$ cat config.mk
export PLATFORM = sky130hd
export DESIGN_NAME = mem_arbiter
export DESIGN_NICKNAME = d
export VERILOG_FILES = /design/src/rtl/mem_arb_pkg.sv /design/src/rtl/mem_arbiter_rr_pick.sv /design/src/rtl/mem_arbiter.sv
export SDC_FILE = /design/constraint.sdc
export NUM_CORES = 1
export LEC_CHECK = 0
export BUFFER_PORTS_ARGS = -buffer_cell sky130_fd_sc_hd__buf_4
export CAP_MARGIN = 20
export CORE_MARGIN = 2
export CORE_UTILIZATION = 40
export CTS_CLUSTER_SIZE = 24
export DETAILED_ROUTE_END_ITERATION = 6
export HOLD_SLACK_MARGIN = 0.12
export PLACE_DENSITY = 0.86
export SYNTH_ARGS = -nofsm -noshare
export SYNTH_HDL_FRONTEND = slang
export SYNTH_SLANG_ARGS = --single-unit
$ cat constraint.sdc
create_clock -name clk -period 2.6 [get_ports clk]
set_input_delay 0.26 -clock clk [delete_from_list [all_inputs] [get_ports clk]]
set_output_delay 0.26 -clock clk [all_outputs]
set_load 0.03 [all_outputs]
$ cat src/rtl/mem_arb_pkg.sv
// Shared encodings and default sizing for the memory write-port arbiter.
// Optional boot-lock behaviour is selected in mem_arbiter by MEM_ARB_BOOT_LOCK_EN.
package mem_arb_pkg;

    localparam int DEF_N_REQ     = 3;
    localparam int DEF_MAX_BURST = 16;

    typedef enum logic [1:0] {
        ARB_IDLE     = 2'd0,
        ARB_GRANT    = 2'd1,
        ARB_HANDOVER = 2'd2
    } arb_state_e;

endpackage

$ cat src/rtl/mem_arbiter_rr_pick.sv
// Combinational round-robin priority encoder: the search starts one past
// last_owner and wraps, so the requester nearest after the last owner wins.
module rr_pick #(
    parameter int N_REQ = 3,
    parameter int IDX_W = (N_REQ > 1) ? $clog2(N_REQ) : 1
) (
    input  logic [N_REQ-1:0] req,
    input  logic [IDX_W-1:0] last_owner,
    output logic [IDX_W-1:0] winner,
    output logic             valid
);

    logic [IDX_W:0]   sum_s;
    logic [IDX_W-1:0] idx_s;

    // Farthest candidate first, so the nearest pending requester overwrites last
    always_comb begin
        winner = '0;
        valid  = 1'b0;
        sum_s  = '0;
        idx_s  = '0;
        for (int i = N_REQ; i >= 1; i--) begin
            sum_s  = {1'b0, last_owner} + (IDX_W+1)'(i);
            idx_s  = (sum_s >= (IDX_W+1)'(N_REQ)) ? IDX_W'(sum_s - (IDX_W+1)'(N_REQ))
                                                  : IDX_W'(sum_s);
            winner = req[idx_s] ? idx_s : winner;
            valid  = valid | req[idx_s];
        end
    end

endmodule

$ cat src/rtl/mem_arbiter.sv
// Round-robin arbiter for the shared byte-wide RAM write port with a dead
// HANDOVER cycle between owners. Define MEM_ARB_BOOT_LOCK_EN to hold the bus for
// requester 0 (the boot loader) until boot_done rises.
module mem_arbiter
    import mem_arb_pkg::*;
#(
    parameter int N_REQ     = DEF_N_REQ,
    parameter int MAX_BURST = DEF_MAX_BURST,
    parameter int ADDR_W    = 32,
    localparam int IDX_W    = (N_REQ > 1) ? $clog2(N_REQ) : 1,
    localparam int CNT_W    = $clog2(MAX_BURST + 1)
) (
    input  logic                    clk,
    input  logic                    rst,
    input  logic [N_REQ-1:0]        req,
    input  logic [N_REQ*ADDR_W-1:0] m_addr,
    input  logic [N_REQ*8-1:0]      m_data_in,
    input  logic [N_REQ-1:0]        m_write_en,
    input  logic                    boot_done,
    output logic [N_REQ-1:0]        mem_access,
    output logic [ADDR_W-1:0]       mem_addr,
    output logic [7:0]              mem_data_in,
    output logic                    mem_write_en,
    output logic [IDX_W-1:0]        arb_owner,
    output logic                    arb_busy
);

    arb_state_e       state_q, state_d;
    logic [IDX_W-1:0] owner_q, owner_d;
    logic [IDX_W-1:0] last_owner_q, last_owner_d;
    logic [CNT_W-1:0] burst_q, burst_d;
    logic [N_REQ-1:0] grant_q, grant_d;
    logic             busy_q, busy_d;

    logic [N_REQ-1:0] elig_s;
    logic [N_REQ-1:0] owner_onehot_s;
    logic [N_REQ-1:0] pick_onehot_s;
    logic [IDX_W-1:0] pick_s;
    logic             pick_valid_s;
    logic             others_s;
    logic             preempt_ok_s;
    logic [CNT_W-1:0] burst_inc_s;

`ifdef MEM_ARB_BOOT_LOCK_EN
    // Until boot completes only the boot loader may win; it is never preempted
    always_comb begin
        if (boot_done) begin
            elig_s = req;
        end else begin
            elig_s = req & N_REQ'(1'b1);
        end
        preempt_ok_s = (owner_q != '0);
    end
`else
    logic unused_boot_s;
    assign unused_boot_s = boot_done;

    // All requesters eligible from reset; burst preemption always applies
    always_comb begin
        elig_s       = req;
        preempt_ok_s = 1'b1;
    end
`endif

    rr_pick #(
        .N_REQ (N_REQ),
        .IDX_W (IDX_W)
    ) u_rr_pick (
        .req        (elig_s),
        .last_owner (last_owner_q),
        .winner     (pick_s),
        .valid      (pick_valid_s)
    );

    // Helper vectors for the owner and the arbitration winner
    always_comb begin
        owner_onehot_s = N_REQ'(1'b1) << owner_q;
        pick_onehot_s  = N_REQ'(1'b1) << pick_s;
        others_s       = |(elig_s & ~owner_onehot_s);
        burst_inc_s    = (burst_q == CNT_W'(MAX_BURST)) ? burst_q : burst_q + CNT_W'(1);
    end

    // Next-state, grant and burst-counter logic
    always_comb begin
        state_d      = state_q;
        owner_d      = owner_q;
        last_owner_d = last_owner_q;
        burst_d      = burst_q;
        grant_d      = '0;
        busy_d       = 1'b0;
        case (state_q)
            ARB_IDLE, ARB_HANDOVER: begin
                if (pick_valid_s) begin
                    state_d = ARB_GRANT;
                    owner_d = pick_s;
                    burst_d = '0;
                    grant_d = pick_onehot_s;
                    busy_d  = 1'b1;
                end else begin
                    state_d = ARB_IDLE;
                end
            end
            ARB_GRANT: begin
                // An owner release takes precedence over a coincident burst expiry
                if (!req[owner_q] ||
                    (burst_inc_s == CNT_W'(MAX_BURST) && others_s && preempt_ok_s)) begin
                    state_d      = ARB_HANDOVER;
                    last_owner_d = owner_q;
                    burst_d      = burst_inc_s;
                end else begin
                    grant_d = owner_onehot_s;
                    busy_d  = 1'b1;
                    burst_d = burst_inc_s;
                end
            end
            default: begin
                state_d = ARB_IDLE;
            end
        endcase
    end

    // Arbiter state and registered grant outputs
    always_ff @(posedge clk) begin
        if (rst) begin
            state_q      <= ARB_IDLE;
            owner_q      <= '0;
            last_owner_q <= IDX_W'(N_REQ - 1);
            burst_q      <= '0;
            grant_q      <= '0;
            busy_q       <= 1'b0;
        end else begin
            state_q      <= state_d;
            owner_q      <= owner_d;
            last_owner_q <= last_owner_d;
            burst_q      <= burst_d;
            grant_q      <= grant_d;
            busy_q       <= busy_d;
        end
    end

    // RAM-side mux driven directly from the registered owner
    always_comb begin
        if (busy_q) begin
            mem_addr     = m_addr[int'(owner_q)*ADDR_W +: ADDR_W];
            mem_data_in  = m_data_in[int'(owner_q)*8 +: 8];
            mem_write_en = m_write_en[owner_q];
        end else begin
            mem_addr     = '0;
            mem_data_in  = 8'h00;
            mem_write_en = 1'b0;
        end
    end

    assign mem_access = grant_q;
    assign arb_busy   = busy_q;
    assign arb_owner  = owner_q;

endmodule

* Word level (Yosys, flattened, before mapping)
Index checks and enable logic that the tools add are counted.
Cells by class: bitwise operators 4, add/subtract/negate cells 7, shifts and indexed selects 4, muxes and demuxes 31, divide/modulo/power cells 0, equal/unequal tests 6, reduce and logical (&&, ||, !) cells 10, order comparisons 7, $mul 0
Operators by type and width (number):
- $shiftx 96x8->32 | 1
- $mux 32 | 1
- $shiftx 24x6->8 | 1
- $mux 2 | 7
- $lt 2x3->1 const B | 4
- $bmux 1 s2 | 5
- $eq 5x5->1 const B | 2
- $mux 5 | 2
- $pmux 5 s2 | 1
- $ge 3x2->1 const B | 3
- $mux 1 | 9
- $mux 8 | 1
- $add 2x2->3 const B | 2
- $mux 3 | 2
- $pmux 3 s2 | 1
- $reduce_and 2->1 | 3
- $shl 1x2->3 const A | 2
- $sub 2x2->2 const B | 3
- $add 5x1->5 const B | 1
- $ne 2x2->1 const B | 2
- $pmux 2 s2 | 1
- $add 2x1->3 const B | 1
- $and 3x3->3 | 1
- $not 3->3 | 1
- 11 further kinds | 12
Storage, ports and cells: bits in read-only memories 0, bits in latches 0, bits of input ports 129, word-level logic and storage cells 75, memory bits (writable) 0, memories kept 0, bits in registers 15

* Logic depth before layout (Yosys ltp)
word-level depth 11, mapped depth 9, mapped depth without buffers 7

* Cells and area by module
From an unflattened synthesis, not the netlist that was laid out.
Second synthesis, totals: cell total of the unflattened synthesis 309, area, all modules 2075.7 um^2
By module, submodules not included:
- mem_arbiter | area each 1921.8 um^2, times used 1, cells an instance 287, sequential area each 300.3 um^2
- rr_pick | area each 153.9 um^2, times used 1, cells an instance 22, sequential area each 0.0 um^2

* Least setup slack after synthesis
Ideal clock, no wire load.
path type reg2reg, from register last_owner_q[0], to register owner_q[1], in the netlist arb_owner[1], cell stages (with the launch flop) 10, data required time 2.535 ns, buffers on the path 2, data arrival time 2.087 ns, slack 0.448 ns, cell sequence dfxtp_1 inv_1 ha_1 buf_6 mux2_4 a222oi_1 a21o_1 buf_6 mux2_1 nor2_1
On the way: word-level cells in the longest chain between the ends 8, elaborated cells between the ends (all ways) 24, classes of those cells 6 x add/sub; 3 x order compare; 12 x mux; 2 x bitwise; 1 x reduce/logical
Ends and longest elaborated chain:
- start, declared | RTL line mem_arbiter.sv:30 | logic [IDX_W-1:0] last_owner_q, last_owner_d;
- start signal, assigned | RTL line mem_arbiter.sv:127 | last_owner_q <= IDX_W'(N_REQ - 1);
- start signal, assigned | RTL line mem_arbiter.sv:134 | last_owner_q <= last_owner_d;
- $add 2x2->3 | RTL line mem_arbiter_rr_pick.sv:23 | sum_s = {1'b0, last_owner} + (IDX_W+1)'(i);
- $ge 3x2->1 or $sub 2x2->2 (tied branches) | RTL line mem_arbiter_rr_pick.sv:24 | idx_s = (sum_s >= (IDX_W+1)'(N_REQ)) ? IDX_W'(sum_s - (IDX_W+1)'(N_REQ))
- $mux 2 | RTL line mem_arbiter_rr_pick.sv:24
- $bmux 1 s2 | RTL line mem_arbiter_rr_pick.sv:26, mem_arbiter_rr_pick.sv:27
- $mux 1 (not written as such) | RTL line mem_arbiter_rr_pick.sv:26, mem_arbiter_rr_pick.sv:27
- $mux 2 or $or 1x1->1 (tied branches) (2 in a row) | RTL line mem_arbiter_rr_pick.sv:26, mem_arbiter_rr_pick.sv:27
- $mux 2 or $reduce_and 2->1 (tied branches)
- end signal, assigned | RTL line mem_arbiter.sv:133 | owner_q <= owner_d;
- end, declared | RTL line mem_arbiter.sv:29 | logic [IDX_W-1:0] owner_q, owner_d;
Several ways; a longest one is shown, not always the timed one. The select of a mux whose other input is x is not followed. A chain may end at the register's enable or synchronous reset.

* Final worst setup path
from register last_owner_q[0], to register owner_q[0], in the netlist arb_owner[0]
The elaborated chain is that of the path after synthesis.

==> Implementation_results.wiki <==
{| class="wikitable"
! Metric !! Value
|-
| Number of synthesized register bits || 15
|-
| Startpoint type of the worst setup path || register
|-
| Worst Tran Pin Value || around 530 ps
|-
| Most common library cell in the layout ignoring fill and taps || buf_4
|-
| Number of enable flip-flop cells after synthesis || 0
|-
| Area leader, netlist || mux2i_1
|-
| Floorplan core area || a little over 5000 sq um
|-
| Normalized max-slew margin || between 60% and 70%
|-
| RSZ-0062 raised after global routing || no
|-
| Maximum count of clock buffers along a single path || 2
|-
| Setup TNS || 0 ps
|-
| Hold buffer count at cts || 0
|-
| Total of buffers placed on input and output ports || approximately 170
|-
| Xor and xnor area share after synthesis || under 10%
|-
| Placed insts || between 500 and 600
|-
| Share of the clock period used by the worst path after layout || between 80% and 90%
|-
| Final critical-path required period || around 2200 ps
|-
| Async set or reset register ratio after synthesis || 0%
|-
| Largest fanout of any net on the critical path || 9
|-
| Final setup skew || approximately 1.5 ps
|-
| Status || finished, final reports clean
|-
| Post-Synth Adder-Cell Area || about 3%
|-
| Sequential fraction of the synthesis area || 14.19%
|-
| Worst Slack Setup Final || roughly 360 ps
|-
| Wire length reported by the detailed router || about 8000 um
|-
| Row count || 26
|-
| Number of max-cap violations || 0
|-
| Area fraction in compound gates after synthesis || between 15 and 20%
|-
| Synth unique cells || 42
|-
| Min-Delay Path Class || in -> reg
|-
| Pin count of the biggest net entering global routing || 43
|-
| Overall die area || between 5000 and 6000 sq um
|-
| Pre-CTS setup slack || 365.6 ps
|-
| Sink count of the clock tree || 15
|-
| Count of buffers added by post-CTS timing repair for setup || 0
|-
| Combined area of all synthesized cells || 2116 sq um
|-
| Global-route wire length before repair || 12420 um
|-
| Post-Syn Area per Cell || just over 7 sq um
|-
| Resized Gates After CTS || 0
|-
| Final ANT Viol Nets || 0
|-
| Antenna violations before repair || 0
|-
| HPWL after detailed placement || ~6200 um
|-
| GRT Util Overall || roughly 25%
|-
| Grt ovf || 0
|-
| Top cells by area, synth || mux2i_1 (20%), dfxtp_1 (14%), and2_1 (12%)
|-
| Clock latency reported for the late side of the worst-skew pair || roughly 240 ps
|-
| Data required time at the worst endpoint || between 2000 and 3000 ps
|-
| Total power divided by cell area || 423.5 nW/um^2
|-
| Layout overhead on the synthesized area || 65.29%
|-
| Die outline height || around 77 um
|-
| Number of vias per cell || between 5 and 6
|-
| Residual DRC || 0
|-
| Dominant combinational cell family by area after synthesis || simple AND/OR/NAND/NOR gates
|-
| Layout fillers || 421
|-
| Highest clock frequency the design can meet || between 400 and 500 MHz
|-
| Critical path capture point type || register
|-
| Root buf cell || clkbuf_8
|-
| Mux cell area share after synthesis || a little under a quarter
|-
| Share of post-route cells with drive strength above 1 || roughly 42%
|-
| Via count of the routed design || around 2700
|-
| Diode count || 0
|-
| Floorplan die width || around 77 um
|-
| Final setup violating endpoints || 0
|-
| Slew Viols, Final || 0
|-
| Net Count, Synth || about 430
|-
| Setup CP Type || reg -> reg
|-
| Worst ir drop on vdd || between 500 and 600 uV
|-
| Effective utilization at floorplan || approximately two fifths
|-
| Most frequent cells in the layout || buf_4 (182), nand2_1 (48), mux2i_1 (43)
|-
| Post-route non-filler standard cell count || 530
|-
| Via count of the first global-routing pass || about 2500
|-
| Final std cell area, no fill || 3497 sq um
|-
| Mean routed wirelength per cell || about 15 um
|-
| DRC marker count from the first detailed-route iteration || ~120
|-
| Portion of synthesized cell area occupied by the leading cell type || between 20% and 30%
|-
| Number of I/O pins || 176
|-
| Gate count after technology mapping || 300
|-
| Static leakage || 1.555 nW
|-
| Final weighted congestion in routability-driven placement || 0.8546
|-
| Synthesized-area fraction occupied by and/or/nand/nor cells || about 30%
|-
| Net count, final || between 500 and 600
|-
| Cell Area, Placed || ~3500 sq um
|-
| Initial DRT Pass Iterations || 4
|-
| Synthesis Warnings || 0
|-
| Cts bufs inserted || 3
|-
| Dominant synthesized flop cell || dfxtp_1
|-
| H-tree depth reported by CTS || 1
|-
| Hold violation count in the final report || 0
|-
| Register clock-pin slew on the reported worst setup and hold paths || 60 ps
|-
| Data arrival at the endpoint of the critical path || between 2000 and 2500 ps
|-
| TritonCTS clock tree || yes
|}
[registers in the layout, indices dropped and copies added (netlist names)]
register,flops
last_owner_q,2
arb_busy,1
state_q,2
burst_q,5
arb_owner,2
mem_access,3
[path summary, 6_finish.rpt]
kind / start / end / slack, ps / cells past startpoint
worst max-delay path: last_owner_q[0] / arb_owner[0] / 360 / 8
worst min-delay path: rst / arb_owner[1] / 280 / 2
worst max register to register: last_owner_q[0] / arb_owner[0] / 360 / 8
worst min register to register: burst_q[1] / burst_q[1] / 490 / 2
[metrics by stage]
stage          power [W]  utilization [%]  hold slack [ps]
4_1_cts         0.001489            68.47            268.1
2_1_floorplan  0.0009093                -            331.6
6_report        0.001481            68.47            280.7
5_1_grt         0.001571            68.47            289.6
3_3_place_gp    0.001276            67.59            481.0
3_5_place_dp    0.001299            67.59            488.7
[critical path: stages (launching register included)]
cell	delay, ps
dfxtp_1	430
inv_1	120
ha_1	460
mux2_4	330
a222oi_1	270
a21o_1	170
buf_4	160
or2_1	130
a21oi_1	60
[kinds of logic (layout without fill, tap and decap cells)]
logic type	after synthesis	in the layout
XOR/XNOR	4	4
multiplexers	49	49
AND/OR/NAND/NOR	123	123
buffers and inverters	34	194
adder cells (fa/ha/maj)	5	5
flip-flops	15	15
AO/OA/AOI/OAI	70	70
[Yosys cell counts, drive strengths merged (5+ instances only)]
cell,count
mux2i,43
nand2,48
nand3,5
o21ai,43
buf,16
nor2,10
and2,42
dfxtp,15
ha,5
nor2b,5
a21oi,12
clkbuf,11
inv,7
mux2,6
[metal layers]
metal	vias up	share of wire (%)	global-route usage, %
met4	0	2.4	6.364
met1	1226	39	29.31
li1	1352	-	-
met3	18	7.1	6.000
met2	97	51	45.53
met5	-	0	0
[power breakdown]
part,internal [W],leakage (nW),switching [W],total [W]
clock network,0.000108,0.0228,0.0000760,0.000184
registers,0.000254,0.123,0.0000293,0.000283
logic,0.000463,1.41,0.000550,0.00101
[cell type report]
class / instances / area [sq um] / area share [%]
clock buffer: 4 / 45.04 / 1.288
inverter: 7 / 26.28 / 0.7513
multi-input combinational: 251 / 1650 / 47.19
sequential: 15 / 301.5 / 8.623
tap: 70 / 87.58 / 2.504
timing repair buffer: 183 / 1386 / 39.64
No activity file was read; power rests on OpenSTA's default activity.
